[src/rtl/lcd1602_bus_master.sv]
// HD44780/LCD1602 bus initiator: turns one-cycle write requests into E/RS/RW
// write cycles, then polls the busy flag (or waits a fixed delay) before ready.
module lcd1602_bus_master #(
  parameter int T_AS         = 2,
  parameter int T_EH         = 12,
  parameter int T_EL         = 12,
  parameter int BUSY_TIMEOUT = 48000,
  parameter int NOPOLL_WAIT  = 120000
) (
  input  logic       in_clock,
  input  logic       rst,
  input  logic       wr_stb,
  input  logic       wr_rs,
  input  logic       wr_nopoll,
  input  logic [7:0] wr_data,
  output logic       ready,
  output logic       timeout,
  output logic [6:0] bf_addr,
  output logic       lcd_e,
  output logic       lcd_rs,
  output logic       lcd_rw,
  output logic [7:0] lcd_d_out,
  output logic       lcd_d_oe,
  input  logic [7:0] lcd_d_in
);

  localparam int MAX_A = (T_AS > T_EH) ? T_AS : T_EH;
  localparam int MAX_B = (MAX_A > T_EL) ? MAX_A : T_EL;
  localparam int MAX_P = (MAX_B > NOPOLL_WAIT) ? MAX_B : NOPOLL_WAIT;
  localparam int CW    = $clog2(MAX_P + 1);
  localparam int TW    = $clog2(BUSY_TIMEOUT + 1);

  localparam logic [CW-1:0] AS_LD = CW'(T_AS - 1);
  localparam logic [CW-1:0] EH_LD = CW'(T_EH - 1);
  localparam logic [CW-1:0] EL_LD = CW'(T_EL - 1);
  localparam logic [CW-1:0] NW_LD = CW'(NOPOLL_WAIT - 1);
  localparam logic [TW-1:0] TMAX  = TW'(BUSY_TIMEOUT);

  typedef enum logic [2:0] {
    IDLE    = 3'd0,
    W_SETUP = 3'd1,
    W_EHI   = 3'd2,
    W_ELO   = 3'd3,
    N_WAIT  = 3'd4,
    P_SETUP = 3'd5,
    P_EHI   = 3'd6,
    P_ELO   = 3'd7
  } state_t;

  state_t        state_q, state_d;
  logic [CW-1:0] cnt_q, cnt_d;
  logic [TW-1:0] tmr_q, tmr_d;
  logic [TW-1:0] tmr_inc_s;
  logic          last_s;
  logic          rs_lat_q, rs_lat_d;
  logic [7:0]    data_lat_q, data_lat_d;
  logic          nopoll_q, nopoll_d;
  logic          bf_q, bf_d;
  logic [6:0]    addr_q, addr_d;
  logic          timeout_q, timeout_d;
  logic          ready_q, ready_d;
  logic          e_q, e_d;
  logic          rs_q, rs_d;
  logic          rw_q, rw_d;
  logic [7:0]    dout_q, dout_d;
  logic          oe_q, oe_d;

  assign ready     = ready_q;
  assign timeout   = timeout_q;
  assign bf_addr   = addr_q;
  assign lcd_e     = e_q;
  assign lcd_rs    = rs_q;
  assign lcd_rw    = rw_q;
  assign lcd_d_out = dout_q;
  assign lcd_d_oe  = oe_q;

  // State, phase counters, latched request and registered pin values.
  always_ff @(posedge in_clock) begin
    if (rst) begin
      state_q    <= IDLE;
      cnt_q      <= '0;
      tmr_q      <= '0;
      rs_lat_q   <= 1'b0;
      data_lat_q <= 8'h00;
      nopoll_q   <= 1'b0;
      bf_q       <= 1'b0;
      addr_q     <= 7'h00;
      timeout_q  <= 1'b0;
      ready_q    <= 1'b1;
      e_q        <= 1'b0;
      rs_q       <= 1'b0;
      rw_q       <= 1'b0;
      dout_q     <= 8'h00;
      oe_q       <= 1'b0;
    end else begin
      state_q    <= state_d;
      cnt_q      <= cnt_d;
      tmr_q      <= tmr_d;
      rs_lat_q   <= rs_lat_d;
      data_lat_q <= data_lat_d;
      nopoll_q   <= nopoll_d;
      bf_q       <= bf_d;
      addr_q     <= addr_d;
      timeout_q  <= timeout_d;
      ready_q    <= ready_d;
      e_q        <= e_d;
      rs_q       <= rs_d;
      rw_q       <= rw_d;
      dout_q     <= dout_d;
      oe_q       <= oe_d;
    end
  end

  // Next-state sequencing; pin values are derived from the state being entered
  // so that every pin is a flop output aligned with its state.
  always_comb begin
    state_d    = state_q;
    cnt_d      = cnt_q;
    tmr_d      = tmr_q;
    rs_lat_d   = rs_lat_q;
    data_lat_d = data_lat_q;
    nopoll_d   = nopoll_q;
    bf_d       = bf_q;
    addr_d     = addr_q;
    timeout_d  = timeout_q;
    last_s     = (cnt_q == '0);
    tmr_inc_s  = (tmr_q == TMAX) ? tmr_q : tmr_q + TW'(1);

    case (state_q)
      IDLE: begin
        if (wr_stb) begin
          rs_lat_d   = wr_rs;
          data_lat_d = wr_data;
          nopoll_d   = wr_nopoll;
          timeout_d  = 1'b0;
          state_d    = W_SETUP;
          cnt_d      = AS_LD;
        end else begin
          state_d = IDLE;
        end
      end
      W_SETUP: begin
        if (last_s) begin
          state_d = W_EHI;
          cnt_d   = EH_LD;
        end else begin
          cnt_d = cnt_q - CW'(1);
        end
      end
      W_EHI: begin
        if (last_s) begin
          state_d = W_ELO;
          cnt_d   = EL_LD;
        end else begin
          cnt_d = cnt_q - CW'(1);
        end
      end
      W_ELO: begin
        if (last_s && nopoll_q) begin
          state_d = N_WAIT;
          cnt_d   = NW_LD;
        end else if (last_s) begin
          state_d = P_SETUP;
          cnt_d   = AS_LD;
          tmr_d   = '0;
        end else begin
          cnt_d = cnt_q - CW'(1);
        end
      end
      N_WAIT: begin
        if (last_s) begin
          state_d = IDLE;
        end else begin
          cnt_d = cnt_q - CW'(1);
        end
      end
      P_SETUP: begin
        tmr_d = tmr_inc_s;
        if (last_s) begin
          state_d = P_EHI;
          cnt_d   = EH_LD;
        end else begin
          cnt_d = cnt_q - CW'(1);
        end
      end
      P_EHI: begin
        tmr_d = tmr_inc_s;
        if (last_s) begin
          bf_d    = lcd_d_in[7];
          addr_d  = lcd_d_in[6:0];
          state_d = P_ELO;
          cnt_d   = EL_LD;
        end else begin
          cnt_d = cnt_q - CW'(1);
        end
      end
      P_ELO: begin
        tmr_d = tmr_inc_s;
        // The timer is only consulted here so the read cycle in flight always completes.
        if (!last_s) begin
          cnt_d = cnt_q - CW'(1);
        end else if (!bf_q) begin
          state_d = IDLE;
        end else if (tmr_q < TMAX) begin
          state_d = P_SETUP;
          cnt_d   = AS_LD;
        end else begin
          timeout_d = 1'b1;
          state_d   = IDLE;
        end
      end
      default: begin
        state_d = IDLE;
        cnt_d   = '0;
      end
    endcase

    ready_d = 1'b0;
    e_d     = 1'b0;
    rs_d    = rs_q;
    rw_d    = 1'b0;
    dout_d  = dout_q;
    oe_d    = 1'b0;
    case (state_d)
      IDLE: begin
        ready_d = 1'b1;
      end
      W_SETUP, W_EHI, W_ELO: begin
        rs_d   = rs_lat_d;
        dout_d = data_lat_d;
        oe_d   = 1'b1;
        e_d    = (state_d == W_EHI);
      end
      N_WAIT: begin
        e_d = 1'b0;
      end
      P_SETUP, P_EHI, P_ELO: begin
        rs_d = 1'b0;
        rw_d = 1'b1;
        e_d  = (state_d == P_EHI);
      end
      default: begin
        ready_d = 1'b0;
      end
    endcase
  end

endmodule

[config.mk]
export PLATFORM = sky130hd
export DESIGN_NAME = lcd1602_bus_master
export DESIGN_NICKNAME = d
export VERILOG_FILES = /design/src/rtl/lcd1602_bus_master.sv
export SDC_FILE = /design/constraint.sdc
export NUM_CORES = 1
export LEC_CHECK = 0
export ABC_AREA = 1
export ABC_CLOCK_PERIOD_IN_PS = 1900
export BUFFER_PORTS_ARGS = -buffer_cell sky130_fd_sc_hd__buf_2
export CORE_MARGIN = 2
export CORE_UTILIZATION = 50
export DETAILED_ROUTE_END_ITERATION = 10
export GPL_ROUTABILITY_DRIVEN = 0
export GPL_TIMING_DRIVEN = 0
export MAX_ROUTING_LAYER = met4
export PLACE_DENSITY = 0.73
export SLEW_MARGIN = 20
export SYNTH_ARGS = -nofsm -noshare
export SYNTH_HDL_FRONTEND = slang
export SYNTH_SLANG_ARGS = --single-unit
[constraint.sdc]
create_clock -name in_clock -period 1.9 [get_ports in_clock]
set_clock_uncertainty 0.05 [all_clocks]
set_input_delay 0.19 -clock in_clock [delete_from_list [all_inputs] [get_ports in_clock]]
set_output_delay 0.19 -clock in_clock [all_outputs]
set_load 0.01 [all_outputs]
After elaboration in Yosys (flattened, before gate mapping)
Cells that the tools add are included.

Register bits: 68. Bits in latches: 0. Bits in writable memories: 0. Bits in read-only memories: 0. Input bits: 21. Output and inout port bits: 21. Memories kept: 0.

Add/subtract/negate cells: 2. $mul: 0. Div/mod/pow operators: 0. Order comparisons: 1. Equal/unequal tests: 24. Shift operators: 0. Muxes and demuxes: 39. Bitwise logic cells: 0. Reductions and logical operators: 16.

Operators with widths (count): 17-bit two-way mux (8); 17-bit one-hot mux with 5 select lines (1); 16-bit two-way mux (3); 16-bit one-hot mux with 2 select lines (1); 3-bit two-way mux (10); 3-bit one-hot mux with 8 select lines (1); 3-bit equality test (second input constant) (7); 17-bit zero test (1); 17-bit by 1-bit subtractor with 17-bit output (second input constant) (1); 16-bit by 1-bit adder with 16-bit output (second input constant) (1); 16-bit equality test (second input constant) (1); 16-bit < comparator (second input constant) (1); 8-bit two-way mux (2); 2-bit != test (second input constant) (8); 3-bit by 2-bit equality test with 1-bit output (second input constant) (4); 1-bit two-way mux (10); 3-bit OR reduction (3); 4-bit AND reduction (2); 3-bit by 1-bit equality test with 1-bit output (second input constant) (2); 3-bit zero test (2); 3-bit != test (second input constant) (2); 1-bit one-hot mux with 2 select lines (3); 2-bit nonzero test (3); 5-bit AND reduction (1); other kinds (3) (4).

Longest topological paths before layout
Depth after elaboration: 8. Depth in mapped cells: 16.

Worst setup path before layout
OpenSTA, ideal clock, no wires.

Kind: reg2reg. From: register cnt_q[0]. To: register dout_q[1], in the netlist lcd_d_out[1]. Library setup time: 0.115 ns. Data arrival time: 1.662 ns. Data required time: 1.735 ns. Setup slack: 0.073 ns. Cell stages (with the launch flop): 14. Period minus slack after synthesis: 1.827 ns. Cells stage by stage: dfxtp_1 > inv_1 > ha_1 > inv_1 > nor2_1 > nand2_1 > nor2_4 > nand2_4 > clkinv_2 > o21ai_2 > nand4_2 > buf_2 > a21oi_1 > nor2_1.

Cells in the longest elaborated chain, start to end: 6. Elaborated cells on any way between the ends: 15.

RTL lines: from (decl) (line 51) `logic [CW-1:0] cnt_q, cnt_d;`; from (signal assigned) (line 97) `cnt_q <= cnt_d;`; 17-bit zero test (*) (line 126) `last_s = (cnt_q == '0);`; 3-bit two-way mux or 1-bit logical AND (tied branches) (line 162, 159); 3-bit two-way mux (line 159) `if (last_s && nopoll_q) begin`; 3-bit one-hot mux with 8 select lines (*) (line 129) `case (state_q)`; 3-bit by 2-bit equality test with 1-bit output or 3-bit by 1-bit equality test with 1-bit output (tied branches) (line 224) `case (state_d)`; 3-bit OR reduction (*) (line 224); to (signal assigned) (line 109) `dout_q <= dout_d;`; to (decl) (line 65) `logic [7:0] dout_q, dout_d;`.

Every way passes the cells marked *; elsewhere a longest branch is shown, timed or not. A chain may end at the register's enable or synchronous reset.

Worst setup path in the final report
From: register cnt_q[0]. To: register e_q, in the netlist lcd_e.

Cells in the longest elaborated chain, start to end: 7. Elaborated cells on any way between the ends: 20.

RTL lines: 17-bit zero test (*) (line 126); 3-bit two-way mux or 1-bit logical AND (tied branches) (line 162, 159); 3-bit two-way mux (line 159); 3-bit one-hot mux with 8 select lines (*) (line 129); 3-bit equality test (tied with other cells) (line 224, 240); 3-bit OR reduction (line 224); 1-bit one-hot mux with 2 select lines (*) (line 224); to (signal assigned) (line 90) `e_q <= 1'b0;`; to (signal assigned) (line 106) `e_q <= e_d;`; to (decl) (line 62) `logic e_q, e_d;`.

Marked as above.

==> results.py <==
metrics = {
    "run_status": {
        "outcome": "finished with violations",
        "violations": "negative setup slack",
    },
    "drt": {
        "firstDrtPassIters": 5,
        "ant_nets": 0,
        "top_layer": "met4",
        "via_per_inst": 5.52,
        "dr_wl_met2_microns": 5160,
        "wl_met1_microns": 4240,
        "routedWlPerCell_microns": 15.2,
        "wl_met3_microns": 640,
        "vias": 3792,
        "routed_wirelength_microns": 10500,
        "initialDrtViolationCount": 324,
        "drc": 0,
    },
    "critical_path": {
        "worstSetupPathType": "reg -> reg",
        "critPathMaxStageDelay_ns": 0.33,
        "r2r_slack_ns": -0.18,
        "r2r_end": "lcd_e",
        "critPathTopFamily": "simple AND/OR/NAND/NOR gates",
        "worstPathRequired_ns": 2.10,
        "cp-start-kind": "flip-flop",
        "cpMaxStageDelayCell": "dfxtp_2",
        "arrival_ns": 2.28,
        "path_cells": "inv_2 -> ha_4 -> inv_2 -> nor2_1 -> nand2_1 -> nor2_4 -> nand3_1 -> nand2_1 -> nand2_2 -> nor2_4 -> buf_4 -> buf_4 -> nand3_1 -> nor3_1",
        "reg2reg_from": "cnt_q[0]",
        "cp_num_buf_inv": 4,
        "path_max_fanout": 3,
        "end_kind": "flip-flop",
        "reg2reg_depth": 14,
    },
    "layout": {
        "multiInputGateArea_sq_um": 2290,
        "drive_gt1_share_pct": 32.5,
        "final_common_cell": "nand2_1",
        "layout.cells.non_filler": 687,
        "nNetsFinal": 611,
        "final-seq-area_sq_um": 1380,
        "n_antenna_cell": 0,
        "design_area_sq_um": 4750,
        "nFillCells": 529,
        "area_growth_pct": 34.1,
        "final_cell_mix": "nand2_1, nor2_1, dfxtp_1",
    },
    "synthesis": {
        "syn_nets": 532,
        "synth_edf_count": 0,
        "yosysWarnings": 0,
        "synthFlopType": "dfxtp_1",
        "ys_types": 39,
        "synth_seq_cells": 68,
        "async_flop_share_pct": 0,
        "ys_seq_area_share_pct": 38.4,
        "syn-cell-area_sq_um": 3540,
        "syn_inst": 507,
        "avgSynthCellArea_sq_um": 6.99,
    },
    "placement": {
        "pre_cts_ws_ns": -0.160,
        "numPortBuffers": 40,
        "dp_cells": 643,
        "dp.final_hpwl_microns": 6350,
        "dpl_cell_area_sq_um": 3860,
    },
    "worst_hold_path": {
        "min_path_cells": 3,
        "min_to": "bf_addr[5]",
        "min_path_type": "in -> reg",
        "hold_path_startpoint": "lcd_d_in[5]",
    },
    "grt": {
        "grt_pass1_vias": 3414,
        "antenna_found_initial": 0,
        "grt_max_degree": 13,
        "grt_overflow": 0,
        "gr-usage-all-layers_pct": 27.3,
        "grt_pass1_wl_microns": 16000,
    },
    "timing": {
        "hold_ws_ns": 0.0115,
        "worst_slew_pin_slew_ns": 0.733,
        "hold_viol": 0,
        "setup_slack_ns": -0.176,
        "rsz0062_at_grt": "yes",
        "max_freq_ghz": 0.482,
        "min_period_ns": 2.08,
        "slew_headroom_pct": 51.1,
        "fin_crit_sh_pct": 109,
        "setup_violations": 43,
        "maxSlewViolCount": 0,
    },
    "pwr": {
        "max-vdd-ir-drop_mv": 1.14,
        "powerDensity_nw_per_um2": 1550,
        "p_leak_nw": 2.05,
        "power.total_mw": 7.37,
    },
    "floorplan": {
        "num_io_pins": 42,
        "die_area_sq_um": 7780,
        "die_h_microns": 88.2,
        "initial_utilization_pct": 51.9,
        "core_area_sq_um": 6830,
        "rows": 30,
        "die_x_microns": 88.2,
    },
    "clock_tree": {
        "clockBufferDepth": 2,
        "cts_tree": "yes",
        "cts.sinks": 68,
        "clock_latency_ns": 0.36,
        "cts_buffers": 9,
        "root_buffer": "clkbuf_8",
        "path_clk_slew_ns": 0.07,
        "h-tree-depth": 3,
    },
    "job": {
        "cap_violations": 0,
    },
}
==> power by group <==
group	leakage (nW)	internal, mW	switching (mW)
clock	0.102	0.739	0.578
combinational	1.39	1.75	2.37
sequential	0.560	1.70	0.233
==> cells in the mapped netlist, types with 6 or more instances <==
library cell,count,area [sq um]
clkbuf_1,6,22.5
nor2_1,89,334
o21ai_0,19,95.1
dfxtp_1,68,1360
nand3_1,37,185
nor3_1,13,65.1
xor2_1,13,114
mux2i_1,9,90.1
nand4_1,8,50.1
a21oi_1,35,175
inv_1,44,165
nand2_1,100,375
o21ai_1,7,35.0
==> logic make-up (layout without fill, tap and decap cells) <==
group           Yosys count  after routing  synth area share, %
compound gates           71             71                 11.2
xor+xnor                 17             17                 4.20
buf+inv                  64            147                 7.80
flops                    68             68                 38.4
mux                       9              9                 2.54
simple gates            274            275                 34.5
fa+ha+maj                 4              4                 1.41
==> layer usage <==
layer,vias to the layer above,track usage [%]
met5,-,-
met4,0,11.2
met3,52,6.88
met2,150,43.5
met1,1775,33.0
li1,1815,-
==> layout make-up <==
type,count,area share [%]
clock buffers,10,2.68
clock inverters,6,1.87
flip-flops and latches,68,28.9
multi-input cells,376,48.1
well taps,96,2.53
plain buffers,16,2.71
repair buffers,67,9.18
inverters,48,3.95
==> state kept, by name, indices dropped and copies added, names as in the netlist, 3 cells and up <==
name / flops
cnt_q: 17
tmr_q: 16
data_lat_q: 8
lcd_d_out: 8
bf_addr: 7
state_q: 3
==> stage by stage <==
step / util (%) / TNS [ns]
finish: 69.6 / -3.31
global route: 69.6 / -8.72
CTS: 64.7 / -0.871
detailed placement: 56.6 / -4.32
global placement: 56.6 / -2.61
floorplan: - / 0
==> worst register-to-register path, delay by kind of cell (launching register included) <==
kind | cells | cell delay (ns)
buf+inv | 4 | 0.32
simple gates | 9 | 1.14
fa+ha+maj | 1 | 0.14
flops | 1 | 0.33
==> what timing repair did <==
| action | 4_1_cts | 5_1_grt |
|---|---|---|
| cloned | 6 | 0 |
| buffers inserted | 13 | 8 |
| endpoints found under the setup margin | 50 | 64 |
| gates resized for setup | 54 | 77 |
| hold endpoints to repair | 1 | 0 |
| hold buffers | 1 | 0 |
| pin swaps | 11 | 13 |
==> worst max path at each step <==
stage             start  slack (ns)  depth (start not counted)            to
3_5_place_dp   cnt_q[0]       -0.16                         14  lcd_d_out[4]
3_3_place_gp   cnt_q[0]       -0.17                         15     cnt_q[13]
2_1_floorplan  cnt_q[0]        0.07                         13  lcd_d_out[1]
6_report       cnt_q[0]       -0.18                         14         lcd_e
4_1_cts        cnt_q[0]       -0.07                         14  lcd_d_out[0]
5_1_grt        cnt_q[1]       -0.29                         14  lcd_d_out[6]
Note: power is estimated with default switching activity, not from simulation.
